**src/rtl/apb_demux_reg_pkg.sv**
```systemverilog
// Shared types and constants for the registered APB demultiplexer.
// The TOUT state exists only when APB_DEMUX_TIMEOUT_EN is defined.
// The struct typedefs use the default 32-bit address/data, 4-port geometry.
// Instantiations with other widths flatten their ports to the same field order.
package apb_demux_reg_pkg;

  localparam int DefaultTimeout   = 256;
  localparam int DefaultAddrWidth = 32;
  localparam int DefaultDataWidth = 32;
  localparam int DefaultIdxWidth  = 2;

  typedef enum logic [2:0] {
    IDLE   = 3'd0,
    SETUP  = 3'd1,
    ACCESS = 3'd2,
    ERR    = 3'd3
`ifdef APB_DEMUX_TIMEOUT_EN
    ,
    TOUT   = 3'd4
`endif
  } state_e;

  typedef struct packed {
    logic [DefaultAddrWidth-1:0]   paddr;
    logic [2:0]                    pprot;
    logic                          psel;
    logic                          penable;
    logic                          pwrite;
    logic [DefaultDataWidth-1:0]   pwdata;
    logic [DefaultDataWidth/8-1:0] pstrb;
  } req_t;

  typedef struct packed {
    logic                        pready;
    logic [DefaultDataWidth-1:0] prdata;
    logic                        pslverr;
  } resp_t;

  // The end address is exclusive.
  typedef struct packed {
    logic [DefaultIdxWidth-1:0]  idx;
    logic [DefaultAddrWidth-1:0] start_addr;
    logic [DefaultAddrWidth-1:0] end_addr;
  } rule_t;

  function automatic rule_t make_rule(input logic [DefaultIdxWidth-1:0]  idx,
                                      input logic [DefaultAddrWidth-1:0] start_addr,
                                      input logic [DefaultAddrWidth-1:0] end_addr);
    rule_t r;
    r.idx        = idx;
    r.start_addr = start_addr;
    r.end_addr   = end_addr;
    return r;
  endfunction

endpackage

```
**src/rtl/apb_demux_reg_decode.sv**
```systemverilog
// Combinational address-map lookup.
// The lowest-numbered matching rule wins.
// The rule ranges are [start_addr, end_addr).
// Rule idx values are assumed to name an existing port.
module apb_demux_reg_decode
  import apb_demux_reg_pkg::*;
#(
  parameter int NoRules   = 4,
  parameter int AddrWidth = 32,
  parameter int IdxWidth  = 2,
  localparam int RuleWidth = IdxWidth + 2 * AddrWidth
) (
  input  logic [AddrWidth-1:0]               addr_i,
  input  logic [NoRules-1:0][RuleWidth-1:0]  addr_map_i,
  output logic [IdxWidth-1:0]                idx_o,
  output logic                               valid_o,
  output logic                               error_o
);

  typedef struct packed {
    logic [IdxWidth-1:0]  idx;
    logic [AddrWidth-1:0] start_addr;
    logic [AddrWidth-1:0] end_addr;
  } rule_p_t;

  rule_p_t [NoRules-1:0] rules;
  assign rules = addr_map_i;

  // Scan from the highest rule down so that the lowest matching rule is the last one written.
  always_comb begin
    idx_o   = '0;
    valid_o = 1'b0;
    for (int i = NoRules - 1; i >= 0; i--) begin
      if ((addr_i >= rules[i].start_addr) && (addr_i < rules[i].end_addr)) begin
        idx_o   = rules[i].idx;
        valid_o = 1'b1;
      end
    end
  end

  assign error_o = ~valid_o;

endmodule

```
**src/rtl/apb_demux_reg.sv**
```systemverilog
// Registered, address-decoding APB demultiplexer. It has one completer port and NoMstPorts requester ports.
// Optional feature macro: APB_DEMUX_TIMEOUT_EN adds an access-phase watchdog and the TOUT state.
// Port vectors are flat packed copies of the package structs. Field order:
//   req  = {paddr, pprot, psel, penable, pwrite, pwdata, pstrb}
//   resp = {pready, prdata, pslverr}
//   rule = {idx, start_addr, end_addr}
// Handshake: a transfer is accepted in IDLE on psel & ~penable.
// The upstream side must hold psel until it sees pready=1.
// Dropping psel early abandons the transfer without any response.
module apb_demux_reg
  import apb_demux_reg_pkg::*;
#(
  parameter int NoMstPorts    = 4,
  parameter int NoRules       = 4,
  parameter int AddrWidth     = 32,
  parameter int DataWidth     = 32,
  parameter int TimeoutCycles = DefaultTimeout,
  localparam int IdxWidth   = (NoMstPorts > 1) ? $clog2(NoMstPorts) : 1,
  localparam int ReqWidth   = AddrWidth + DataWidth + DataWidth / 8 + 6,
  localparam int RespWidth  = DataWidth + 2,
  localparam int RuleWidth  = IdxWidth + 2 * AddrWidth
) (
  input  logic                                clk_i,
  input  logic                                rst_i,
  input  logic [NoRules-1:0][RuleWidth-1:0]   addr_map_i,
  input  logic [ReqWidth-1:0]                 slv_req_i,
  output logic [RespWidth-1:0]                slv_resp_o,
  output logic [NoMstPorts-1:0][ReqWidth-1:0] mst_req_o,
  input  logic [NoMstPorts-1:0][RespWidth-1:0] mst_resp_i,
  output logic [2:0]                          dbg_state_o
);

  typedef struct packed {
    logic [AddrWidth-1:0]   paddr;
    logic [2:0]             pprot;
    logic                   psel;
    logic                   penable;
    logic                   pwrite;
    logic [DataWidth-1:0]   pwdata;
    logic [DataWidth/8-1:0] pstrb;
  } req_p_t;

  typedef struct packed {
    logic                 pready;
    logic [DataWidth-1:0] prdata;
    logic                 pslverr;
  } resp_p_t;

  req_p_t                    slv_req;
  resp_p_t                   slv_resp;
  req_p_t  [NoMstPorts-1:0]  mst_req;
  resp_p_t [NoMstPorts-1:0]  mst_resp;

  assign slv_req    = slv_req_i;
  assign mst_resp   = mst_resp_i;
  assign slv_resp_o = slv_resp;
  assign mst_req_o  = mst_req;

  state_e               state_q, state_d;
  req_p_t               req_q, req_d;
  logic [IdxWidth-1:0]  idx_q, idx_d;

  logic [IdxWidth-1:0]  dec_idx;
  logic                 dec_valid;
  logic                 dec_error;

  apb_demux_reg_decode #(
    .NoRules   (NoRules),
    .AddrWidth (AddrWidth),
    .IdxWidth  (IdxWidth)
  ) u_decode (
    .addr_i     (slv_req.paddr),
    .addr_map_i (addr_map_i),
    .idx_o      (dec_idx),
    .valid_o    (dec_valid),
    .error_o    (dec_error)
  );

`ifdef APB_DEMUX_TIMEOUT_EN
  localparam int CntWidth = $clog2(TimeoutCycles + 1);
  logic [CntWidth-1:0] cnt_q, cnt_d;
`else
  logic unused_timeout;
  assign unused_timeout = (TimeoutCycles > 0);
`endif

  assign dbg_state_o = state_q;

  // Next-state, latch update and output drive for the transfer FSM.
  always_comb begin
    state_d  = state_q;
    req_d    = req_q;
    idx_d    = idx_q;
    slv_resp = '0;
    mst_req  = '0;
`ifdef APB_DEMUX_TIMEOUT_EN
    cnt_d    = cnt_q;
`endif

    case (state_q)
      IDLE: begin
        if (slv_req.psel && !slv_req.penable) begin
          if (dec_error) begin
            state_d = ERR;
          end else begin
            req_d   = slv_req;
            idx_d   = dec_idx;
            state_d = SETUP;
          end
        end
      end

      SETUP: begin
        mst_req[idx_q]         = req_q;
        mst_req[idx_q].psel    = 1'b1;
        mst_req[idx_q].penable = 1'b0;
        state_d                = ACCESS;
`ifdef APB_DEMUX_TIMEOUT_EN
        cnt_d                  = '0;
`endif
      end

      ACCESS: begin
        mst_req[idx_q]         = req_q;
        mst_req[idx_q].psel    = 1'b1;
        mst_req[idx_q].penable = 1'b1;
        slv_resp               = mst_resp[idx_q];
        if (mst_resp[idx_q].pready) begin
          state_d = IDLE;
        end else begin
`ifdef APB_DEMUX_TIMEOUT_EN
          cnt_d = cnt_q + 1'b1;
          if (cnt_q == CntWidth'(TimeoutCycles - 1)) begin
            state_d = TOUT;
          end
`endif
        end
      end

      ERR: begin
        slv_resp.pready  = 1'b1;
        slv_resp.pslverr = 1'b1;
        state_d          = IDLE;
      end

`ifdef APB_DEMUX_TIMEOUT_EN
      TOUT: begin
        slv_resp.pready  = 1'b1;
        slv_resp.pslverr = 1'b1;
        state_d          = IDLE;
      end
`endif

      default: begin
        state_d = IDLE;
      end
    endcase

    // An upstream that lets go of psel mid-transfer gets no response.
    // The downstream request is released when the FSM reaches IDLE on the next cycle.
    if ((state_q != IDLE) && !slv_req.psel) begin
      state_d  = IDLE;
      slv_resp = '0;
    end
  end

  // State, latched request and port index registers.
  always_ff @(posedge clk_i) begin
    if (rst_i) begin
      state_q <= IDLE;
      req_q   <= '0;
      idx_q   <= '0;
    end else begin
      state_q <= state_d;
      req_q   <= req_d;
      idx_q   <= idx_d;
    end
  end

`ifdef APB_DEMUX_TIMEOUT_EN
  // Access-phase watchdog counter.
  always_ff @(posedge clk_i) begin
    if (rst_i) begin
      cnt_q <= '0;
    end else begin
      cnt_q <= cnt_d;
    end
  end
`endif

endmodule

```
**config.mk**
```make
export PLATFORM = sky130hd
export DESIGN_NAME = apb_demux_reg
export DESIGN_NICKNAME = d
export VERILOG_FILES = /design/src/rtl/apb_demux_reg_pkg.sv /design/src/rtl/apb_demux_reg_decode.sv /design/src/rtl/apb_demux_reg.sv
export SDC_FILE = /design/constraint.sdc
export NUM_CORES = 1
export LEC_CHECK = 0
export ABC_CLOCK_PERIOD_IN_PS = 6200
export CORE_AREA = 8 8 310 312
export CTS_BUF_LIST = sky130_fd_sc_hd__clkbuf_16
export DETAILED_ROUTE_END_ITERATION = 10
export DIE_AREA = 0 0 318 320
export MAX_ROUTING_LAYER = met4
export PLACE_DENSITY = 0.46
export SETUP_SLACK_MARGIN = 0.15
export SLEW_MARGIN = 15
export SYNTH_ARGS = -nofsm -noshare
export SYNTH_HDL_FRONTEND = slang
export SYNTH_SLANG_ARGS = --single-unit
```
**constraint.sdc**
```tcl
create_clock -name clk_i -period 6.2 [get_ports clk_i]
set_clock_uncertainty 0.2 [all_clocks]
set_input_delay 0.93 -clock clk_i [delete_from_list [all_inputs] [get_ports clk_i]]
set_output_delay 0.93 -clock clk_i [all_outputs]
set_load 0.005 [all_outputs]
```
==> results.yml <==
yosys:
  syn_area_sq_mm: 0.0122
  synth.area.top_cells: "ha_1 26%, and2_1 15%, dfxtp_1 12%"
  synth-seq-area-share: 0.124
  synth-async-reset-ratio: 0
  synth_top_cell_by_area: "ha_1"
  yosys_warnings: 0
  synth_cell_types: 59
  synth-edff-count: 0
  synth_top_area_frac: 0.262
  ys_ff_latch: 76
  syn-num-nets: 2309
  synthCells: 1577
  synth.avg_cell_area_sq_um: 7.77
  synthFlopType: "dfxtp_1"
run_status:
  status: "completed"
routing:
  wl_mm: 89.0
  ant_nets: 0
  met3_length_mm: 5.26
  vias: 14200
  route.detailed.drc: 0
  top_layer: "met4"
  drt-initial-drc-count: 627
  wire_per_inst_microns: 24.8
  route.met2.wl_mm: 46.2
  dr.pass1.iters: 5
  viasPerCell: 3.96
  wl_met1_mm: 35.9
setup_path:
  max_stage_delay_ps: 670
  crit_start: "slv_req_i[42]"
  path_buf_inv: 3
  cp.arrival_ps: 5070
  cp_cell_sequence: "clkdlybuf4s50_1 -> inv_1 -> ha_1 -> nor2_1 -> a21oi_1 -> o311ai_1 -> a41oi_1 -> or4_1 -> a22oi_2 -> a31oi_4 -> buf_12 -> mux2i_1 -> nor2_1"
  crit_fanout: 65
  cp-end-kind: "flop"
  reg2reg_slack_ps: 3500
  path_class: "in2reg"
  rr_worst_depth: 8
  cp_slowest_cell: "or4_1"
  crit_end: "req_q[8]$_SDFFE_PP0P_"
  timing.rr.end: "req_q[8]$_SDFFE_PP0P_"
  worstPathRequired_ps: 6220
  crit_family: "compound AO/OA/AOI/OAI gates"
  cp-start-kind: "input port"
  r2r_start: "dbg_state_o[0]$_SDFFE_PP0P_"
  crit_top_cell: "nor2_1"
  cp.depth: 13
min_path:
  hold_class: "reg2reg"
sta:
  maxSlewViolCount: 0
  timing.fmax_mhz: 198
  period_needed_ps: 5050
  setup_tns_ps: 0
  slew_headroom: 0.285
  finalHoldViolCount: 0
  postLayoutSetupSlackWorst_ps: 1150
  period_share: 0.814
  tightest_slew_ps: 1070
  grt_setup_unrepaired: "no"
  setup_viol: 0
floorplanning:
  ios: 809
  start_util: 0.135
  die_height_microns: 320
  core.rowCount: 111
  die_w_microns: 318
  fp.coreArea_sq_mm: 0.0910
  dieArea_sq_mm: 0.102
power:
  ir_drop_v: 0.000113
  leakage_nw: 9.50
  total_power_mw: 2.33
  power_density_mw_per_mm2: 105
run:
  maxCapViolations: 0
layout:
  area_growth_pct: 81.3
  fin_util: 0.244
  fin_nets: 3113
  stdcell_area_sq_mm: 0.0222
  fillers: 10100
  multi_input_area_sq_mm: 0.00950
  drive_gt1_frac: 0.0461
  ff_latch_area_sq_mm: 0.00152
placed_design:
  place_hpwl_mm: 77.9
  pre_cts_ws_ps: 713
  place_area_sq_mm: 0.0219
  place_congestion: 0.888
  numPortBuffers: 807
cts:
  hold_buffers: 0
  cts_setup_buffers: 0
  clockBufferDepth: 2
  cts_tree: "built"
  root_buffer: "clkbuf_16"
  clkTransAtPathRegs_ps: 60
  cts_buffers: 9
  worstSkewPairLatency_ps: 380
  cts.sinks: 76
  htree_levels: 3
  cts_resized: 0
global_routing:
  gr-usage-all-layers: 0.172
  antenna_found_initial: 34
  grt_max_degree: 78
  grt_pass1_wl_mm: 120
  first_global_vias: 14800
  gr-total-overflow: 0
==> cell usage in the layout, fill, tap and decap left out, drive strengths merged, types with 6 or more instances in the layout <==
| master | n |
|---|---|
| clkbuf | 9 |
| diode | 21 |
| ha | 256 |
| a211oi | 8 |
| nand2 | 55 |
| mux2i | 74 |
| nor2b | 40 |
| buf | 43 |
| nand4 | 33 |
| nand2b | 10 |
| and2 | 290 |
| clkdlybuf4s50 | 806 |
| nor4 | 6 |
| and4 | 7 |
| a31oi | 9 |
| a21o | 21 |
| mux4 | 34 |
| a21oi | 94 |
| dfxtp | 76 |
| a211o | 8 |
| o21ai | 46 |
| nor2 | 109 |
| inv | 259 |
| nand3 | 22 |
| nor3 | 13 |
==> worst min-delay path by stage <==
stage,start,cells past startpoint,to,slack [ps]
floorplan,req_q[0]$_SDFFE_PP0P_,2,req_q[0]$_SDFFE_PP0P_,290
global placement,req_q[18]$_SDFFE_PP0P_,2,req_q[18]$_SDFFE_PP0P_,350
detailed placement,req_q[11]$_SDFFE_PP0P_,2,req_q[11]$_SDFFE_PP0P_,350
CTS,req_q[11]$_SDFFE_PP0P_,2,req_q[11]$_SDFFE_PP0P_,360
global route,req_q[39]$_SDFFE_PP0P_,2,req_q[39]$_SDFFE_PP0P_,380
finish,req_q[20]$_SDFFE_PP0P_,2,req_q[20]$_SDFFE_PP0P_,360
==> cells in the mapped netlist (5+ instances only) <==
cell	instances
and2_1	290
inv_1	257
ha_1	256
nor2_1	109
a21oi_1	94
dfxtp_1	76
mux2i_1	74
nand2_1	55
o21ai_0	45
clkbuf_1	42
nor2b_1	40
mux4_2	34
nand4_1	33
a21o_1	21
nand3_1	21
nor3_1	13
nand2b_1	9
a211o_1	8
a211oi_1	8
a31oi_1	7
and4_1	7
nor4_1	6
buf_1	5
buf_12	5
==> worst reg2reg max path: stages (launching register included) <==
cell,delay (ps)
dfxtp_1,350
inv_1,120
ha_1,310
inv_1,90
or2_2,350
a31oi_4,200
buf_12,300
mux2i_1,560
nor2_1,60
==> power by group <==
group,total [mW],switching [mW],internal [mW]
clock,0.523,0.253,0.269
sequential,0.597,0.0731,0.523
combinational,1.21,0.578,0.634
total,2.33,0.904,1.43
==> cells by family after synthesis <==
logic type | after synthesis | synth area share
other cells | 1 | 0.000306
buf+inv | 313 | 0.104
fa+ha+maj | 256 | 0.262
simple gates | 595 | 0.270
flops | 76 | 0.124
compound gates | 228 | 0.117
mux | 108 | 0.123
==> metal layers <==
metal	vias up	global-route usage
met1	6603	0.185
li1	6994	-
met5	-	-
met4	0	0.0313
met3	61	0.0460
met2	562	0.318
==> area by class of cell <==
type                            count  area share
Multi-Input combinational cell   1188       0.428
Tap cell                         1186      0.0668
Inverter                          257      0.0434
Timing Repair Buffer              849       0.379
Clock inverter                      7     0.00197
Antenna cell                       21     0.00237
Sequential cell                    76      0.0686
Clock buffer                        9      0.0101
==> registers in the layout (all words and copies together) (netlist names) <==
name,flops
dbg_state_o,2
req_q,72
idx_q,2
==> through the flow <==
stage          hold WS, ps  std cells
2_1_floorplan          294       1577
3_3_place_gp           347       3556
3_5_place_dp           345       3556
4_1_cts                357       3572
5_1_grt                383       3589
6_report               356       3593
Note: power is estimated with default switching activity, not from simulation.
==> RTL change 1 (config.mk and constraints unchanged) <==
`NoRules` is set to 4 in 2 places; all go to 5.
--- a/src/rtl/apb_demux_reg_decode.sv
+++ b/src/rtl/apb_demux_reg_decode.sv
@@ -5,7 +5,7 @@
 module apb_demux_reg_decode
   import apb_demux_reg_pkg::*;
 #(
-  parameter int NoRules   = 4,
+  parameter int NoRules   = 5,
   parameter int AddrWidth = 32,
   parameter int IdxWidth  = 2,
   localparam int RuleWidth = IdxWidth + 2 * AddrWidth
--- a/src/rtl/apb_demux_reg.sv
+++ b/src/rtl/apb_demux_reg.sv
@@ -11,7 +11,7 @@
   import apb_demux_reg_pkg::*;
 #(
   parameter int NoMstPorts    = 4,
-  parameter int NoRules       = 4,
+  parameter int NoRules       = 5,
   parameter int AddrWidth     = 32,
   parameter int DataWidth     = 32,
   parameter int TimeoutCycles = DefaultTimeout,
Ports: changed (resized addr_map_i); port bits go from 809 to 875. No check against the original RTL was run, so the function may have changed too.
==> RTL change 1 against the unedited design <==
Non-clock buffer count rose by 71; setup slack gained 0.064 ns; routed wire length grew 9.2%; utilization increased by 2.5 points; critical path depth grew 1; largest power group unchanged; critical endpoint is now req_q[28]$_SDFFE_PP0P_; cell area grew 10%; combinational power rose by 18%; area after synthesis rose by 12%; sequential cell count did not move; total power increased by 11%; highest routed layer unchanged; largest cell class unchanged.
==> RTL change 1: results (changes against the unedited design) <==
Worst setup path
  • Crit path DAT: 5.00 ns (-0.07 ns)
  • Critical path fanouts, max: 31 (-52%)
  • Slowest stage delay, CP: 0.89 ns (+0.22 ns)
  • R2r setup slk: 3.85 ns (+0.35 ns)
  • Crit path max-delay cell type: clkdlybuf4s50_1

Finish
  • Multi-input gates: 1345 (+13%)
  • ClkCell Share: 0.0119 (-0.000257)
  • Non-clock inverters: 325 (+26%)
  • # diodes: 25 (+19%)
  • Finished Layout Cells: 3893 (+8.3%)
  • Buffers outside the clock class: 920 (+8.4%)
  • Nets: 3538 (+14%)
  • Multi-input logic portion of the cell area: 0.441 (+0.0130)
  • Layout area overhead: 77.9%
  • Fraction of area in registers: 0.0623 (-0.00638)
  • Ratio of cells with drive above 1 in the final layout: 0.0410 (-0.00509)

Synthesis
  • Mapped Cells: 1803 (+14%)
  • Distinct cells, synth: 60 (+1.7%)
  • Seq/Total Area, Yosys: 0.111 (-0.0137)
  • Adder-cell share of the synthesized area: 0.290 (+0.0285)
  • Most frequent cells after synthesis: 325 x inv_1, 319 x ha_1, 288 x and2_1
  • Net count of the mapped netlist: 2664 (+15%)
  • Dominant cells by area after synthesis: ha_1 29%, and2_1 13%, dfxtp_1 11%, inv_1 8.9%, mux4_2 5.6%
  • Mux cell area share after synthesis: 0.108 (-0.0150)
  • Compound-Gate Fraction of Synth Area: 0.135 (+0.0181)
  • Xor-xnor portion of the synthesized cell area: 0 (unchanged)

Outcome
  • Run status: completed

GRT
  • Met1 GRT Util: 0.203 (+0.0171)
  • Initial antenna violation count: 42 (+24%)
  • Vias in the first global route: 16603 (+12%)
  • Routing usage on met3: 0.0457 (-0.000379)
  • Met2 Track Usage GR: 0.352 (+0.0339)
  • Total track usage: 0.187 (+0.0150)
  • Largest net degree at the start of global routing: 77 (-1.3%)

Clock tree
  • Clock Latency Late Sink: 0.35 ns (-0.03 ns)
  • Clock sinks: 76 (unchanged)
  • Clock Pin Slew Worst Setup and Hold Paths: 0.08 ns (+0.02 ns)

Pwr
  • Seq. pwr: 0.618 mW (+3.5%)
  • P_sw: 1.04 mW (+15%)
  • VDD IR max: 0.000119 V (+5.4%)
  • Power Combinational: 1.43 mW (+18%)
  • Gate power share: 0.551 (+0.031)
  • Leak Pwr: 11.3 nW (+19%)

Routing
  • Drt total wl: 97.2 mm (+9.2%)
  • Metal3 WL: 5.57 mm (+5.9%)
  • Met2 WL: 51.8 mm (+12%)
  • Drt via density: 4.12 (+4.2%)
  • Met1 wire length: 38.5 mm (+7.2%)

Placement
  • Port bufs: 873 (+8.2%)
  • Dpl ws: 0.757 ns (+0.0438 ns)
  • GPL Wtd Cong: 0.875 (-1.5%)
  • Detailed Place HPWL: 86.8 mm (+11%)

STA
  • PnR worst setup slack: 1.21 ns (+0.0644 ns)
[RTL change 1: changes by cell type after synthesis, moves of 9 or more]
cell / before / now
a21o_1: 21 / 30
a21oi_1: 94 / 109
a221oi_1: 2 / 13
ha_1: 256 / 319
inv_1: 257 / 325
nand2_1: 55 / 81
o21ai_0: 45 / 59
[RTL change 1: path summary, 6_finish.rpt]
| kind | from | endpoint | cells after the start |
|---|---|---|---|
| max | slv_req_i[64] | req_q[28]$_SDFFE_PP0P_ | 14 |
| min | req_q[42]$_SDFFE_PP0P_ | req_q[42]$_SDFFE_PP0P_ | 2 |
| max reg2reg | dbg_state_o[1]$_SDFFE_PP0P_ | req_q[28]$_SDFFE_PP0P_ | 9 |
| min reg2reg | req_q[42]$_SDFFE_PP0P_ | req_q[42]$_SDFFE_PP0P_ | 2 |
[RTL change 1: tightest hold or removal path: stages, from the launching register on]
cell and delay (ns):
dfxtp_1 0.34, mux2i_1 0.13, nor2_1 0.05
==> RTL change 2 (same settings) <==
Without the edit above. Add an input register stage for `slv_req_i`; this delays it by one clock. The other inputs are not delayed to match.
--- a/src/rtl/apb_demux_reg.sv
+++ b/src/rtl/apb_demux_reg.sv
@@ -46,12 +46,18 @@
     logic                 pslverr;
   } resp_p_t;
 
+  logic [ReqWidth-1:0] slv_req_q;
+
+  always_ff @(posedge clk_i) begin
+    slv_req_q <= slv_req_i;
+  end
+
   req_p_t                    slv_req;
   resp_p_t                   slv_resp;
   req_p_t  [NoMstPorts-1:0]  mst_req;
   resp_p_t [NoMstPorts-1:0]  mst_resp;
 
-  assign slv_req    = slv_req_i;
+  assign slv_req    = slv_req_q;
   assign mst_resp   = mst_resp_i;
   assign slv_resp_o = slv_resp;
   assign mst_req_o  = mst_req;
Formal check against the unedited RTL: not equivalent (Yosys sat finds a counterexample within 4 cycles, from zero or initial values and one cycle with rst_i high).
==> RTL change 2 against the unedited design <==
Highest routed layer unchanged; area after synthesis up 12%; critical endpoint is now req_q[67]$_SDFFE_PP0P_; critical path depth unchanged; routed wire length down 7.1%; sequential share of layout area up 5.7 points; total power up 47%; cell area up 7.5%; critical path type unchanged; sequential cell count up 74; synthesized cell count up 3.8%; setup slack better by 0.33 ns; count of clock-buffer cells in the layout up 8; sequential power up 91%; global-route usage down 1.3 points.
==> RTL change 2: results (changes against the unedited design) <==
Routing
  • DR iter-0 viols: 772 (+23%)
  • Drt total wl: 82.7 mm (-7.1%)
  • Drt via density: 3.97 (+0.23%)
  • Metal3 WL: 4.65 mm (-12%)
  • Met1 wire length: 36.4 mm (+1.4%)
  • Met2 WL: 40.7 mm (-12%)
  • Via count: 14451 (+1.6%)

Finish
  • Non-clock inverters: 255 (-0.78%)
  • Fraction of area in registers: 0.126 (+0.0572)
  • # diodes: 12 (-43%)
  • Multi-input gates: 1174 (-1.2%)
  • Clock buf count: 17 (+8)
  • Buffer share of cell area: 0.350 (-0.0292)
  • Ratio of cells with drive above 1 in the final layout: 0.0458 (-0.000294)
  • Nets: 3164 (+1.6%)
  • ClkCell Share: 0.0246 (+0.0125)
  • Util after Layout: 0.262 (+0.0184)
  • Buffers outside the clock class: 834 (-1.8%)

Min path
  • Hold path endpoint: req_q[4]$_SDFFE_PP0P_

Clock tree
  • Clock Latency Late Sink: 0.46 ns (+0.08 ns)
  • Clock sinks: 150 (+97%)
  • Htree depth: 4 (+1)

Worst setup path
  • Crit path DAT: 4.83 ns (-0.24 ns)
  • CP startpoint: addr_map_i[55]
  • Crit path max-delay cell type: o41a_2
  • Crit path to: req_q[67]$_SDFFE_PP0P_
  • Critical path fanouts, max: 26 (-60%)
  • R2r setup slk: 1.85 ns (-1.65 ns)
  • R2R cell count: 12 (+4)
  • Slowest stage delay, CP: 0.59 ns (-0.08 ns)
  • Top delay family on crit path: simple AND/OR/NAND/NOR gates
  • R2r startpoint: slv_req[73]$_DFF_P_
  • Worst r2r dst: req_q[68]$_SDFFE_PP0P_

GRT
  • Vias in the first global route: 15168 (+2.3%)
  • Global-route wire length before repair: 113 mm (-6.1%)
  • Largest net degree at the start of global routing: 77 (-1.3%)
  • Initial antenna violation count: 27 (-21%)

Pwr
  • VDD IR max: 0.000182 V (+61%)
  • Leak Pwr: 10.2 nW (+7.5%)

STA
  • Crit path time final: 4.72 ns (-0.328 ns)
  • Max transition margin: 0.345 (+0.0608)

Synthesis
  • Distinct cells, synth: 60 (+1.7%)
  • Mapped Cells: 1637 (+3.8%)
  • Dominant cells by area after synthesis: ha_1 23%, dfxtp_1 22%, and2_1 13%, inv_1 7.0%, mux4_2 5.6%
  • Syn avg cell area: 8.35 um^2 (+7.5%)
  • Seq/Total Area, Yosys: 0.220 (+0.0955)
  • Most frequent cells after synthesis: 288 x and2_1, 256 x ha_1, 255 x inv_1

Placement
  • Detailed Place HPWL: 69.9 mm (-10%)
  • Placed Instance Area: 23300 um^2 (+6.3%)
  • GPL Wtd Cong: 0.868 (-2.2%)
  • Dpl ws: 0.930 ns (+0.217 ns)

Outcome
  • Run status: completed
## RTL change 2: cell count changes in the layout (fill, tap and decap cells not counted), moves of 4 or more
cell,change
clkbuf_16,+8
dfxtp_1,+74
a21o_1,+5
clkinv_8,+4
a221oi_1,+8
a211oi_1,+4
nor2b_1,+4
buf_12,+4
a21boi_0,-4
diode_2,-9
a211o_1,-6
o21ai_0,-6
buf_4,-19
a21oi_1,-9
## RTL change 2: kinds of logic after synthesis
family / after synthesis / synth area share
AND/OR/NAND/NOR: 591 / 0.242
buffers and inverters: 313 / 0.0911
adder cells (fa/ha/maj): 256 / 0.234
AO/OA/AOI/OAI: 220 / 0.104
flip-flops: 150 / 0.220
multiplexers: 106 / 0.109
other: 1 / 0.000274
## RTL change 2: report_power, final
part	internal, mW	switching [mW]
Sequential	1.03	0.116
Clock	0.539	0.555
Combinational	0.659	0.523
